===== src/rtl/debounce_sync_if.sv =====
// Signal bundle between a debounce_sync instance and its user.
//   inp        : raw asynchronous level to be conditioned
//   clr        : synchronous clear of the glitch counter
//   out        : debounced, registered level
//   busy       : high while a level change is being qualified
//   glitch_cnt : saturating count of rejected transitions
// master drives inp/clr and observes the rest; slave is the debouncer.
interface debounce_sync_if;
  logic       inp;
  logic       clr;
  logic       out;
  logic       busy;
  logic [7:0] glitch_cnt;

  modport master (
    output inp,
    output clr,
    input  out,
    input  busy,
    input  glitch_cnt
  );

  modport slave (
    input  inp,
    input  clr,
    output out,
    output busy,
    output glitch_cnt
  );
endinterface


===== src/rtl/debounce_sync.sv =====
// Debouncer: 2-flop synchronizer, stability counter and 4-state FSM. A new
// level must be seen on the synchronized sample for STABLE_CYCLES consecutive
// edges before out follows it; shorter excursions are dropped and counted.
//   clk   : system clock, rising edge
//   rst_n : synchronous, active-low reset
//   bus   : slave side of debounce_sync_if (inp, clr in; out, busy, glitch_cnt out)
module debounce_sync #(
  parameter int unsigned STABLE_CYCLES = 4,
  parameter int unsigned CNT_W         = 8
) (
  input logic             clk,
  input logic             rst_n,
  debounce_sync_if.slave  bus
);

  typedef enum logic [1:0] {
    StStableLow,
    StChkHigh,
    StStableHigh,
    StChkLow
  } state_e;

  localparam logic [CNT_W-1:0] CntLast = CNT_W'(STABLE_CYCLES - 1);

  if ((64'd1 << CNT_W) <= 64'(STABLE_CYCLES) - 64'd1) begin : gen_cnt_w_check
    $error("debounce_sync: CNT_W too narrow to hold STABLE_CYCLES-1");
  end
  if (STABLE_CYCLES < 2 || STABLE_CYCLES > 255) begin : gen_stable_check
    $error("debounce_sync: STABLE_CYCLES outside 2..255");
  end

  state_e           state_q, state_d;
  logic             s1_q, s2_q;
  logic [CNT_W-1:0] cnt_q, cnt_d;
  logic             out_q, out_d;
  logic             busy_q, busy_d;
  logic [7:0]       glitch_cnt_q, glitch_cnt_d;
  logic             glitch;

  // State register
  always_ff @(posedge clk) begin
    if (!rst_n) begin
      s1_q         <= 1'b0;
      s2_q         <= 1'b0;
      cnt_q        <= '0;
      state_q      <= StStableLow;
      out_q        <= 1'b0;
      busy_q       <= 1'b0;
      glitch_cnt_q <= 8'd0;
    end else begin
      s1_q         <= bus.inp;
      s2_q         <= s1_q;
      cnt_q        <= cnt_d;
      state_q      <= state_d;
      out_q        <= out_d;
      busy_q       <= busy_d;
      glitch_cnt_q <= glitch_cnt_d;
    end
  end

  // Next-state logic; only the synchronized s2_q is ever examined
  always_comb begin
    state_d = state_q;
    cnt_d   = cnt_q;
    glitch  = 1'b0;
    unique case (state_q)
      StStableLow: begin
        if (s2_q) begin
          state_d = StChkHigh;
          cnt_d   = CNT_W'(1);
        end
      end
      StChkHigh: begin
        if (!s2_q) begin
          state_d = StStableLow;
          cnt_d   = '0;
          glitch  = 1'b1;
        end else if (cnt_q == CntLast) begin
          state_d = StStableHigh;
        end else begin
          cnt_d = cnt_q + CNT_W'(1);
        end
      end
      StStableHigh: begin
        if (!s2_q) begin
          state_d = StChkLow;
          cnt_d   = CNT_W'(1);
        end
      end
      StChkLow: begin
        if (s2_q) begin
          state_d = StStableHigh;
          cnt_d   = '0;
          glitch  = 1'b1;
        end else if (cnt_q == CntLast) begin
          state_d = StStableLow;
        end else begin
          cnt_d = cnt_q + CNT_W'(1);
        end
      end
      default: begin
        state_d = StStableLow;
        cnt_d   = '0;
      end
    endcase
  end

  // Outputs are registered from the next state so they change on the same
  // edge as the state itself.
  always_comb begin
    out_d        = (state_d == StStableHigh) || (state_d == StChkLow);
    busy_d       = (state_d == StChkHigh) || (state_d == StChkLow);
    glitch_cnt_d = glitch_cnt_q;
    if (bus.clr) begin
      glitch_cnt_d = 8'd0;
    end else if (glitch && glitch_cnt_q != 8'hff) begin
      glitch_cnt_d = glitch_cnt_q + 8'd1;
    end
  end

  assign bus.out        = out_q;
  assign bus.busy       = busy_q;
  assign bus.glitch_cnt = glitch_cnt_q;

endmodule


===== src/flat_wrapper.sv =====
// flat-port wrapper written by rule: the top's interface ports become plain ports
module debounce_sync_flat 
#(
  parameter int unsigned STABLE_CYCLES = 4,
  parameter int unsigned CNT_W         = 8
)
  (clk, rst_n, bus_inp, bus_clr, bus_out, bus_busy, bus_glitch_cnt);
  debounce_sync_if bus_i ();
  input logic clk;
  input logic rst_n;
  input wire logic [$bits(bus_i.inp)-1:0] bus_inp;
  input wire logic [$bits(bus_i.clr)-1:0] bus_clr;
  output wire logic [$bits(bus_i.out)-1:0] bus_out;
  output wire logic [$bits(bus_i.busy)-1:0] bus_busy;
  output wire logic [$bits(bus_i.glitch_cnt)-1:0] bus_glitch_cnt;
  assign bus_i.inp = bus_inp;
  assign bus_i.clr = bus_clr;
  assign bus_out = bus_i.out;
  assign bus_busy = bus_i.busy;
  assign bus_glitch_cnt = bus_i.glitch_cnt;
  debounce_sync #(.STABLE_CYCLES(STABLE_CYCLES), .CNT_W(CNT_W)) u_core (.clk(clk), .rst_n(rst_n), .bus(bus_i));
endmodule

===== config.mk =====
export PLATFORM = sky130hd
export DESIGN_NAME = debounce_sync_flat
export DESIGN_NICKNAME = d
export VERILOG_FILES = /design/src/rtl/debounce_sync_if.sv /design/src/rtl/debounce_sync.sv /design/src/flat_wrapper.sv
export SDC_FILE = /design/constraint.sdc
export NUM_CORES = 1
export LEC_CHECK = 0
export CAP_MARGIN = 20
export CORE_MARGIN = 5
export CORE_UTILIZATION = 50
export CTS_BUF_LIST = sky130_fd_sc_hd__clkbuf_4 sky130_fd_sc_hd__clkbuf_8
export DETAILED_ROUTE_END_ITERATION = 16
export GPL_ROUTABILITY_DRIVEN = 0
export PLACE_DENSITY = 0.74
export SYNTH_ARGS = -nofsm -noshare
export SYNTH_HDL_FRONTEND = slang
export SYNTH_SLANG_ARGS = --single-unit

===== constraint.sdc =====
create_clock -name clk -period 1.7 [get_ports clk]
set_clock_uncertainty 0.1 [all_clocks]
set_input_delay 0.34 -clock clk [delete_from_list [all_inputs] [get_ports clk]]
set_output_delay 0.34 -clock clk [all_outputs]
set_load 0.02 [all_outputs]

==> metrics.md, run 1 <==
| Metric | Value |
|---|---|
| Outcome | completed |
| Leak pwr | 0.493 nW |
| Hold Fails Final Rpt | 0 |
| Critical path's slowest cell | dfxtp_1 |
| Crit path launch | u_core.cnt_q[1] |
| First-pass GRT wire length | 3840 microns |
| Residual DRC count | 0 |
| Setup slack after layout | just under 70 ps |
| Cell Area, Synth | 1030 sq um |
| Clock transition at path regs | between 100 and 150 ps |
| Vias per inst | 5.86 |
| Filler Cell Count | around 210 |
| DP Area | ~1200 sq um |
| Critical path's top delay family | simple AND/OR/NAND/NOR gates |
| Row Count | 16 |
| Worst-path maximum fanout | 5 |
| Worst R2R End | u_core.cnt_q[2] |
| Initial antenna violation count | 0 |
| Min Tclk post-route | about 1600 ps |
| DRT Wirelength | between 2000 and 2500 microns |
| Commonest non-fill, non-tap cells in the layout | dfxtp_1 (21), dlygate4sd2_1 (10), nand2_1 (9) |
| Initial DRT Pass Iterations | 4 |
| H-tree levels | 1 |
| Synth Instances | around 120 |
| Routed via count | 949 |
| Max clock buf depth | 2 |
| Diodes inserted | 0 |
| Die Width | 55.3 microns |
| Critical path class | reg -> reg |
| Min Hold Slack | 359 ps |
| Pin count of the biggest net entering global routing | 16 |
| R2r startpoint | u_core.cnt_q[1] |
| R2r setup slk | around 69 ps |
| WP data arrival | 1720 ps |
| Layout Nets | ~140 |
| Share of layout cells above drive strength 1 | 11.1% |
| Root buf cell | clkbuf_4 |
| Max incr delay on CP | ~400 ps |
| Die Area | approximately 3000 sq um |
| Critical Path Sink Type | register |
| Avg WL per Cell | 14.2 microns |
| DRT antenna net count | 0 |
| Design Area, Final | ~1300 sq um |
| Area of the multi-input gates | 596 sq um |
| Yosys Warn Count | 0 |
| Initial Utilization | a little over half |
| Avg Cell Area, Syn | between 8 and 9 sq um |
| Worst setup endpoint | u_core.cnt_q[2] |
| Global Route Usage Sum | ~15% |
| Buffers on Ports | 13 |
| DP Wirelength | around 1600 microns |
| HP Class | reg -> reg |
| Post CTS Setup Buffer Count | 0 |
| Slew margin rel. | 69.9% |
| Worst path required time | 1790 ps |
| Most common cell after layout, fill and taps aside | dfxtp_1 |
| Setup TNS | 0 ps |
| Reg2Reg Depth | 5 |
| Peak supply drop | approximately 0.00065 V |
| CP cell instances | ha_1, nor4b_4, nand2_2, a41oi_1, a31oi_1 |
| Worst Setup Start Kind | register |
| Io pins | 14 |
| TritonCTS clock tree | built |
| Mapped Nets | approximately 120 |
| TritonCTS buffer count | 3 |
| Initial DRC count | 23 |
| Max-cap check violation count | 0 |
| Area delta synth->final | 22.6% |
| Post-synthesis sequential area ratio | between 40% and 50% |
| WP depth | 5 |
| DIE HEIGHT | around 55 microns |
| Power Density | ~650 nW/um^2 |
| Clk_lat worst skew | 310 ps |
| Fmax | 613 MHz |
| Final slew viol count | 0 |
| Slew @ Worst Pin | roughly 450 ps |
| Vias in the first global route | 886 |
| Worst path bufs/invs | 0 |
| Post-synthesis register bit count | 21 |
| Final setup vio count | 0 |
| Register area | about 420 sq um |
| Synth cell types | 39 |
| DP Worst Slack | -26.1 ps |
| Final worst-path cycle share | a little over nine tenths |
| Core area | 1960 sq um |
| CTS Sinks | 21 |
| Grt total ovfl | 0 |
[final cells by class]
class / instances / share of cell area, %
clock buffers: 4 / 2.39
inverters: 4 / 1.19
multi-input cells: 87 / 47.4
flip-flops and latches: 21 / 33.4
well taps: 27 / 2.69
repair buffers: 19 / 12.9
[worst reg2reg max path, delay by kind of cell, from the launching register on]
kind            cells  cell delay, ps
compound gates      2             350
fa+ha+maj           1             240
flops               1             400
simple gates        2             450
[per-stage QoR]
| stage | power [mW] | instances | utilization, % |
|---|---|---|---|
| 5_1_grt | 0.855 | 162 | 64.1 |
| 3_3_place_gp | 0.562 | 158 | 62.1 |
| 6_report | 0.814 | 162 | 64.1 |
| 2_1_floorplan | 0.542 | 116 | - |
| 4_1_cts | 0.822 | 162 | 63.3 |
| 3_5_place_dp | 0.563 | 158 | 62.1 |
[routing by layer]
metal  wire, microns  GRT usage (%)  part of all wire, %  up-vias
li1                -              -                    -      467
met1            1040           21.1                   45      449
met2            1110           22.3                   48       29
met3             126           2.80                  5.5        4
met4              26           7.29                  1.1        0
met5               0              0                    0        -
[power by group]
part	internal, mW	switching (mW)
combinational	0.0239	0.0270
sequential	0.497	0.00389
clock	0.108	0.155
[cells in the mapped netlist]
cell type | number | area [sq um]
nor2_1 | 5 | 18.8
nand2b_1 | 2 | 12.5
a21oi_1 | 8 | 40.0
nand3_1 | 9 | 45.0
ha_1 | 2 | 25.0
and4_1 | 1 | 8.76
o32ai_1 | 1 | 8.76
nand3b_1 | 1 | 7.51
clkbuf_1 | 1 | 3.75
o21ai_0 | 6 | 30.0
o211a_1 | 1 | 10.0
xnor2_4 | 1 | 27.5
dfxtp_1 | 21 | 420
nor4b_1 | 1 | 8.76
and3_1 | 1 | 6.26
buf_2 | 1 | 5.00
or3_1 | 2 | 12.5
nor3_1 | 5 | 25.0
a31oi_1 | 1 | 6.26
o211ai_1 | 1 | 7.51
a211oi_1 | 1 | 7.51
or4_1 | 2 | 15.0
inv_1 | 4 | 15.0
a41oi_1 | 1 | 8.76
o2111ai_1 | 2 | 17.5
o21a_1 | 2 | 15.0
and2_1 | 3 | 18.8
xnor2_1 | 3 | 26.3
o22ai_1 | 2 | 12.5
mux2i_1 | 2 | 20.0
o31ai_1 | 2 | 15.0
buf_1 | 1 | 3.75
nand2_1 | 10 | 37.5
xor2_1 | 2 | 17.5
clkbuf_2 | 1 | 5.00
nand4_1 | 3 | 18.8
o211ai_4 | 1 | 21.3
nor2b_1 | 2 | 12.5
nand4b_1 | 1 | 8.76
[sequential cells by signal, indices dropped and copies added, names as in the netlist]
name,count
u_core.bus.glitch_cnt,8
u_core.bus.out,1
u_core.state_q,1
u_core.bus.busy,1
u_core.s1_q,1
u_core.s2_q,1
u_core.cnt_q,8
[worst min-delay path by stage]
stage	from	depth (start not counted)	endpoint	slack, ps
global placement	u_core.s1_q	1	u_core.s2_q	320
CTS	u_core.s1_q	1	u_core.s2_q	370
global route	u_core.s1_q	1	u_core.s2_q	370
finish	u_core.s1_q	1	u_core.s2_q	360
floorplan	u_core.s1_q	1	u_core.s2_q	310
detailed placement	u_core.s1_q	1	u_core.s2_q	340
[logic make-up (layout without fill, tap and decap cells)]
family                     Yosys count  count (layout)  synth area share, %
adders and majority gates            2               2                 2.44
buffers and inverters                8              27                 3.17
muxes                                2               2                 1.95
xor gates and xnor gates             6               6                 6.95
AOI/OAI and AO/OA                   29              29                 19.5
DFF                                 21              21                 41.0
and+or+nand+nor                     48              48                 25.0
[repair_timing]
item                                    CTS  global route
pin swaps                                 0             0
resized for setup                        11             3
cloned                                    0             0
endpoints found under the setup margin   11             4
hold buffers                              0             0
endpoints found under the hold margin     0             0
Note: power is estimated with default switching activity, not from simulation.
==> run 2, diff against run 1 <==
- SKIP_LAST_GASP: not set -> 1
==> metrics.md, run 2 (synthesis gave the netlist of run 1 again) <==
| Metric | Value |
|---|---|
| R2r setup slk | 70 ps (about the same) |
| Critical Path Sink Type | register |
| Hold Path End | u_core.s2_q |
| Worst-path maximum fanout | 5 (unchanged) |
| Core area | 1960 sq um (unchanged) |
| Filler Cell Count | 211 (-0.94%) |
| CTS Sinks | 21 (unchanged) |
| Commonest non-fill, non-tap cells in the layout | dfxtp_1 (21), dlygate4sd2_1 (10), nand2_1 (9) |
| Worst Setup Start Kind | register |
| Slew margin rel. | 69.0% (-0.91 points) |
| Hold_buf cts | 0 (unchanged) |
| DIE HEIGHT | 55.3 microns (unchanged) |
| Die Area | 3060 sq um (unchanged) |
| Max-cap check violation count | 0 (unchanged) |
| Max clock buf depth | 2 (unchanged) |
| Critical path's slowest cell | dfxtp_1 |
| Area delta synth->final | 21.7% |
| Layout Nets | 142 (unchanged) |
| Vias per inst | 5.83 (-0.42%) |
| Initial antenna violation count | 0 (unchanged) |
| Worst path bufs/invs | 0 (unchanged) |
| Hold Startpoint | u_core.s1_q |
| WP data arrival | 1730 ps (about the same) |
| DP Wirelength | 1600 microns (unchanged) |
| Setup slack after layout | 67.6 ps (-0.919 ps) |
| TritonCTS clock tree | built |
| RSZ-0062 raised after global routing | yes |
| Avg WL per Cell | 13.8 microns (-3.2%) |
| Cell Int Power | 0.628 mW (about the same) |
| Pwr Total | 0.816 mW (+0.23%) |
| Flop pwr share | 61.3% (-0.2 points) |
| First-pass GRT wire length | 3840 microns (unchanged) |
| Final setup vio count | 0 (unchanged) |
| Diodes inserted | 0 (unchanged) |
| Max incr delay on CP | 390 ps (about the same) |
| Hold Path Cell Cnt | 1 (unchanged) |
| HP Class | reg -> reg |
| Io pins | 14 (unchanged) |
| Critical path's top delay family | simple AND/OR/NAND/NOR gates |
| Slew @ Worst Pin | 463 ps (+13.6 ps) |
| Initial Utilization | 52.3% (unchanged) |
| Grt total ovfl | 0 (unchanged) |
| DRT Wirelength | 2230 microns (-3.2%) |
| Worst path required time | 1790 ps (about the same) |
| Initial DRC count | 15 (-35%) |
| Share of layout cells above drive strength 1 | 11.1% (unchanged) |
| Buffers on Ports | 13 (unchanged) |
| Vias in the first global route | 886 (unchanged) |
| Post CTS Setup Buffer Count | 0 (unchanged) |
| R2r startpoint | u_core.cnt_q[1] |
| Peak supply drop | 0.000650 V (+0.22%) |
| Die Width | 55.3 microns (unchanged) |
| Fmax | 613 MHz (about the same) |
| Outcome | completed |
| Register area | 420 sq um (unchanged) |
| DRT antenna net count | 0 (unchanged) |
| Row Count | 16 (unchanged) |
| Final slew viol count | 0 (unchanged) |
| Psw | 0.188 mW (+0.97%) |
| Residual DRC count | 0 (unchanged) |
| Initial DRT Pass Iterations | 4 (unchanged) |
| Area of the multi-input gates | 587 sq um (-1.5%) |
| Worst R2R End | u_core.cnt_q[2] |
| Clk_lat worst skew | 310 ps (about the same) |
| Clock share of power | 32.4% (about the same) |
| DP Worst Slack | -26.1 ps (unchanged) |
| Routed via count | 945 (-0.42%) |
| Pin count of the biggest net entering global routing | 16 (unchanged) |
| Clock transition at path regs | 110 ps (about the same) |
| Min Tclk post-route | 1630 ps (+0.919 ps) |
| Final worst-path cycle share | 96.0% (about the same) |
| CP cell instances | ha_1, nor4b_2, nand2_2, a41oi_1, a31oi_1 |
| Leak pwr | 0.493 nW (about the same) |
| Root buf cell | clkbuf_4 |
| Global Route Usage Sum | 15.2% (unchanged) |
| Comb pwr share | 6.3% (about the same) |
| TritonCTS buffer count | 3 (unchanged) |
| Hold Fails Final Rpt | 0 (unchanged) |
| H-tree levels | 1 (unchanged) |
| Most common cell after layout, fill and taps aside | dfxtp_1 |
| Reg2Reg Depth | 5 (unchanged) |
| Final core utilization | 63.6% (-0.45 points) |
| Switching share of power | 23.0% (+0.17 points) |
| Power Density | 654 nW/um^2 (+0.93%) |
| Critical path class | reg -> reg |
-- run 2: cell counts in the layout (fill, tap and decap cells not counted) --
No cell type changed its count.
-- run 2: power by group through the flow --
stage                     Combinational (mW)  Sequential (mW)  Clock, mW
after global placement                0.0509            0.511          0
after floorplan                       0.0295            0.513          0
after detailed placement              0.0512            0.512          0
final                                 0.0511            0.501      0.265
after CTS                             0.0510            0.501      0.270
after global routing                  0.0565            0.501      0.297
-- run 2: metal layers --
| metal | global-route usage (%) | part of all wire [%] |
|---|---|---|
| met3 | 2.80 | 4.4 |
| met1 | 21.1 | 47 |
| met2 | 22.3 | 47 |
| met4 | 7.29 | 1.2 |
| met5 | 0 | 0 |
-- run 2: worst max-delay path by stage --
| stage | startpoint | to | cells after the start |
|---|---|---|---|
| floorplan | u_core.bus.glitch_cnt[0] | u_core.bus.glitch_cnt[5] | 5 |
| global placement | u_core.cnt_q[1] | u_core.cnt_q[2] | 5 |
| detailed placement | u_core.cnt_q[1] | u_core.cnt_q[2] | 5 |
| CTS | u_core.bus.glitch_cnt[0] | u_core.bus.glitch_cnt[7] | 5 |
| global route | u_core.cnt_q[1] | u_core.cnt_q[2] | 5 |
| finish | u_core.cnt_q[1] | u_core.cnt_q[2] | 5 |
-- run 2: timing repair --
item                                   in CTS  in global routing
endpoints found under the hold margin       0                  0
setup endpoints to repair                  11                  4
pin swaps                                   0                  0
resized for setup                          11                  2
-- run 2: cell type report --
| type | count | area share [%] |
|---|---|---|
| well taps | 27 | 2.71 |
| repair buffers | 19 | 13.0 |
| inverters | 4 | 1.20 |
| clock buffers | 4 | 2.40 |
| multi-input cells | 87 | 47.0 |
| flip-flops and latches | 21 | 33.7 |
-- run 2: through the flow --
step | TNS [ps] | hold slack, ps | instances | cell area [sq um]
floorplan | 0 | 312 | 116 | 1030
global placement | 0 | 320 | 158 | 1220
detailed placement | -26.1 | 338 | 158 | 1220
CTS | 0 | 368 | 162 | 1240
global route | -219 | 370 | 162 | 1250
finish | 0 | 359 | 162 | 1250
